**config.mk**
```make
export PLATFORM = sky130hd
export DESIGN_NAME = imem_loader
export DESIGN_NICKNAME = d
export VERILOG_FILES = /design/src/rtl/imem_loader.sv
export SDC_FILE = /design/constraint.sdc
export NUM_CORES = 1
export LEC_CHECK = 0
export ABC_AREA = 1
export BUFFER_PORTS_ARGS = -buffer_cell sky130_fd_sc_hd__buf_2
export CAP_MARGIN = 20
export CORE_MARGIN = 4
export CORE_UTILIZATION = 34
export DETAILED_ROUTE_END_ITERATION = 10
export GPL_TIMING_DRIVEN = 0
export PLACE_DENSITY = 0.57
export SYNTH_ARGS = -nofsm -noshare
export SYNTH_HDL_FRONTEND = slang
export SYNTH_SLANG_ARGS = --single-unit
```
**constraint.sdc**
```tcl
create_clock -name clk -period 2.9 [get_ports clk]
set_input_delay 0.29 -clock clk [delete_from_list [all_inputs] [get_ports clk]]
set_output_delay 0.29 -clock clk [all_outputs]
set_load 0.01 [all_outputs]
```
**src/rtl/imem_loader.sv**
```systemverilog
// rtl/imem_loader.sv - boot loader: byte stream to little-endian words written into instruction memory
// Holds the core in reset until a header-announced image has been written.
module imem_loader #(
  parameter int ADDR_WIDTH = 6
) (
  input  logic                  clk,
  input  logic                  reset,
  input  logic                  in_valid,
  input  logic [7:0]            in_data,
  output logic                  in_ready,
  output logic                  imem_we,
  output logic [ADDR_WIDTH-1:0] imem_wa,
  output logic [31:0]           imem_wd,
  output logic                  cpu_reset,
  output logic                  done,
  output logic                  err,
  output logic [ADDR_WIDTH:0]   loaded_words
);

  localparam logic [31:0] MAX_WORDS = 32'(2 ** ADDR_WIDTH);

  typedef enum logic [2:0] {
    S_HDR0,
    S_HDR1,
    S_DATA,
    S_WRITE,
    S_DONE,
    S_ERR
  } state_t;

  state_t              r_state;
  logic [15:0]         r_n;
  logic [1:0]          r_byte_cnt;
  logic [ADDR_WIDTH:0] r_word_cnt;
  logic [23:0]         r_word;

  logic                w_xfer;
  logic [15:0]         w_n_full;
  logic [ADDR_WIDTH:0] w_cnt_next;
  logic                w_last_word;
  logic                w_too_big;

  // in_ready is the only output not registered: it must drop in the same cycle reset rises.
  assign in_ready     = ~reset & ((r_state == S_HDR0) | (r_state == S_HDR1) | (r_state == S_DATA));
  assign w_xfer       = in_valid & in_ready;
  assign w_n_full     = {in_data, r_n[7:0]};
  assign w_cnt_next   = r_word_cnt + 1'b1;
  assign w_last_word  = (32'(w_cnt_next) == 32'(r_n));
  assign w_too_big    = (32'(w_n_full) > MAX_WORDS);
  assign loaded_words = r_word_cnt;

  always_ff @(posedge clk) begin
    if (reset) begin
      r_state    <= S_HDR0;
      r_n        <= '0;
      r_byte_cnt <= '0;
      r_word_cnt <= '0;
      r_word     <= '0;
      imem_we    <= 1'b0;
      imem_wa    <= '0;
      imem_wd    <= '0;
      cpu_reset  <= 1'b1;
      done       <= 1'b0;
      err        <= 1'b0;
    end else begin
      case (r_state)
        S_HDR0: begin
          if (w_xfer) begin
            r_n[7:0] <= in_data;
            r_state  <= S_HDR1;
          end
        end
        S_HDR1: begin
          if (w_xfer) begin
            r_n[15:8] <= in_data;
            if (w_n_full == 16'd0) begin
              r_state   <= S_DONE;
              done      <= 1'b1;
              cpu_reset <= 1'b0;
            end else if (w_too_big) begin
              r_state <= S_ERR;
              err     <= 1'b1;
            end else begin
              r_state <= S_DATA;
            end
          end
        end
        S_DATA: begin
          if (w_xfer) begin
            // Bytes enter at the top and shift down, so the first byte ends in bits 7:0.
            r_word     <= {in_data, r_word[23:8]};
            r_byte_cnt <= r_byte_cnt + 2'd1;
            if (r_byte_cnt == 2'd3) begin
              r_state <= S_WRITE;
              imem_we <= 1'b1;
              imem_wa <= r_word_cnt[ADDR_WIDTH-1:0];
              imem_wd <= {in_data, r_word};
            end
          end
        end
        S_WRITE: begin
          imem_we    <= 1'b0;
          r_word_cnt <= w_cnt_next;
          if (w_last_word) begin
            r_state   <= S_DONE;
            done      <= 1'b1;
            cpu_reset <= 1'b0;
          end else begin
            r_state <= S_DATA;
          end
        end
        S_DONE: begin
          imem_we <= 1'b0;
        end
        S_ERR: begin
          imem_we <= 1'b0;
        end
        default: begin
          r_state <= S_HDR0;
          imem_we <= 1'b0;
        end
      endcase
    end
  end

endmodule
```
==> impl_metrics.ini <==
[routing]
wl_per_cell_um = 14.1
antenna_violating_nets_post_route = 0
vias = 3527
drtIter0Drc = 234
wl_um = 10200
drc_errors = 0
avgViaCountPerCell = 4.89
first_pass_iters = 5

[cells_and_area]
area.growth.synth_to_final_pct = 18.1
postLayoutCoreUtil = 0.411
final-instance-count-excl-fill = 722
design.final.nets = 590
stdcell_area_um2 = 4470
most_frequent_standard_cell_in_the_layout_excluding_fill_and_tap_cells = sky130_fd_sc_hd__dfxtp_1
post_route_cells_drive_above_1_share = 0.177
diodes = 0
most-common-layout-cells = sky130_fd_sc_hd__dfxtp_1 (94), sky130_fd_sc_hd__nand2_1 (86), sky130_fd_sc_hd__nor2_1 (81), sky130_fd_sc_hd__buf_2 (64)

[global_route]
grt_pass1_wl_um = 16600
grt_antenna_before_repair = 0
pin_count_of_the_biggest_net_entering_global_routing = 17
grt_overflow = 0
grt.total_usage = 0.160
vias_in_the_first_global_route = 3356

[worst_hold_path]
hp-start = in_data[0]
hold_class = in2reg
hold_path_cell_cnt = 3
timing.hold.worst_endpoint = imem_wd[24]$_SDFFE_PP0P_

[critical_path]
worst-setup-path-type = reg2reg
critical_path.endpoint_type = flop
reg2reg_setup_slack_ns = 1.07
timing.critical_path.fanout_max = 5
rr_worst_depth = 12
r2r_startpoint = loaded_words[1]$_SDFFE_PP0P_
cp_data_arrival_time_ns = 2.07
worstReg2RegEnd = cpu_reset$_SDFFE_PP1P_
required_time_of_the_worst_setup_path_ns = 3.14
critical_path.startpoint_type = flop

[synthesis]
netlist_area_um2 = 3790
netlist.area_leader.share = 0.497
postSynthCellCount = 507
ys.warnings.count = 0
biggest_area_contributors_in_the_synthesized_netlist = sky130_fd_sc_hd__dfxtp_1 (50%), sky130_fd_sc_hd__nand2_1 (8.5%), sky130_fd_sc_hd__nor2_1 (8.0%), sky130_fd_sc_hd__a21oi_1 (7.0%), sky130_fd_sc_hd__o21ai_0 (7.0%)
avg_inst_size_synth_um2 = 7.47
synth_fp_nets = 520
yosysSeqAreaShare = 0.497
yosysTopAreaCell = sky130_fd_sc_hd__dfxtp_1
yosys_register_bits = 94
synth_unique_cells = 28

[floorplanning]
fp.dieH_um = 114
initial_core_util = 0.348
design.core.area_um2 = 10900
ios = 61
die_x_um = 114
die_area_um2 = 12900
floorplan.rows = 38

[run]
drv_cap = 0

[clocking]
clock_pin_slew_of_the_registers_on_the_worst_case_setup_and_hold_paths_ns = 0.10
ctsHoldBuffers = 0
cts.htree.levels = 3
clock_sinks = 94
cts.repair_timing.setup_buffer_count = 0
cts_made_buffers = 9
post_cts_resized = 0
worstSkewPairLatency_ns = 0.36
cts_root_buf = sky130_fd_sc_hd__clkbuf_8
cts_tree = done
ctsLongestPathBuffers = 2

[power]
power.static_leakage_nw = 2.04
worst_ir_drop_vdd_mv = 0.266
p_per_area_nw_per_um2 = 538

[place]
port_buffers = 59
gp_congestion = 0.861
placed_area_um2 = 4260
dpl.hpwl_um = 7610
dpl.cell_count = 706

[sta]
fin_crit_sh = 0.629
finalSetupViolations = 0
setup-tns-final_ns = 0
clock.fmax_ghz = 0.548
timing_max_transition_violations_final = 0
final.setup_skew_ns = 0.00529
max_slew.worst_pin.slew_ns = 0.646
hold_violations = 0
layout_min_cycle_time_ns = 1.83
finalHoldWorstSlack_ns = 0.229
grt_setup_unrepaired = no
max_slew_margin = 0.569

[run_status]
outcome = finished, final reports clean
cell usage after synthesis, drive strengths merged:
cell and instances:
a211oi 7, clkbuf 15, buf 10, a21boi 1, nand3b 2, nor3 4
nand3 22, inv 51, o21ai 65, o22ai 1, o211ai 3, xnor2 1
dfxtp 94, xor2 1, nand4 4, a21oi 53, nor2 84, ha 2
nand2 87
kinds of logic (layout without fill, tap and decap cells):
logic type,after synthesis,count (layout),share of synthesized area
simple gates,203,203,0.220
flops,94,94,0.497
xor+xnor,2,2,0.00463
buf+inv,76,151,0.0839
compound gates,130,130,0.188
fa+ha+maj,2,2,0.00661
layout make-up:
class | instances | area [µm²]
Fill cell | 1128 | 6410
Sequential cell | 94 | 1880
Multi-Input combinational cell | 337 | 1590
Timing Repair Buffer | 59 | 295
Inverter | 51 | 191
Tap cell | 140 | 175
Clock buffer | 11 | 151
Buffer | 25 | 126
Clock inverter | 5 | 63.8
how the worst max path moves through the flow:
| stage | cells after the start | slack [ns] | endpoint | startpoint |
|---|---|---|---|---|
| 2_1_floorplan | 9 | 1.32 | imem_wd[10]$_SDFFE_PP0P_ | reset |
| 3_3_place_gp | 10 | 1.05 | imem_wd[18]$_SDFFE_PP0P_ | reset |
| 3_5_place_dp | 10 | 1.03 | imem_wd[18]$_SDFFE_PP0P_ | reset |
| 4_1_cts | 12 | 1.06 | cpu_reset$_SDFFE_PP1P_ | loaded_words[1]$_SDFFE_PP0P_ |
| 5_1_grt | 11 | 0.82 | done$_SDFFE_PP0P_ | loaded_words[0]$_SDFFE_PP0P_ |
| 6_report | 12 | 1.07 | cpu_reset$_SDFFE_PP1P_ | loaded_words[1]$_SDFFE_PP0P_ |
registers in the layout (all words and copies together) (netlist names):
register,count
cpu_reset,1
done,1
err,1
imem_wa,6
imem_wd,32
imem_we,1
loaded_words,7
r_byte_cnt,2
r_n,16
r_state,3
r_word,24
metrics by stage:
stage               worst slack (ns)  power (mW)
floorplan                       1.32        1.44
global placement                1.05        1.48
detailed placement              1.03        1.49
CTS                             1.06        2.43
global route                   0.817        2.50
finish                          1.07        2.41
per-layer routing:
layer,vias up,track usage,part of all wire
li1,1786,-,-
met1,1642,0.217,0.47
met2,92,0.259,0.46
met3,7,0.0403,0.057
met4,0,0.0321,0.0077
met5,-,0,0
critical path: stages (launching register included):
cell and delay [ns]:
sky130_fd_sc_hd__dfxtp_1 0.42, sky130_fd_sc_hd__ha_1 0.23, sky130_fd_sc_hd__nand2_1 0.10, sky130_fd_sc_hd__inv_1 0.16, sky130_fd_sc_hd__nand3_1 0.10, sky130_fd_sc_hd__nand2_1 0.09, sky130_fd_sc_hd__nor2_1 0.04, sky130_fd_sc_hd__nor2_1 0.14
sky130_fd_sc_hd__nand3_1 0.08, sky130_fd_sc_hd__nand2_1 0.11, sky130_fd_sc_hd__nand3_1 0.12, sky130_fd_sc_hd__nand2_1 0.08, sky130_fd_sc_hd__nand2_1 0.04
power breakdown:
part | switching (mW) | internal (mW)
combinational | 0.0975 | 0.0421
sequential | 0.0108 | 1.31
clock | 0.494 | 0.457
total | 0.602 | 1.81
Power figures use the tool's default switching activity.
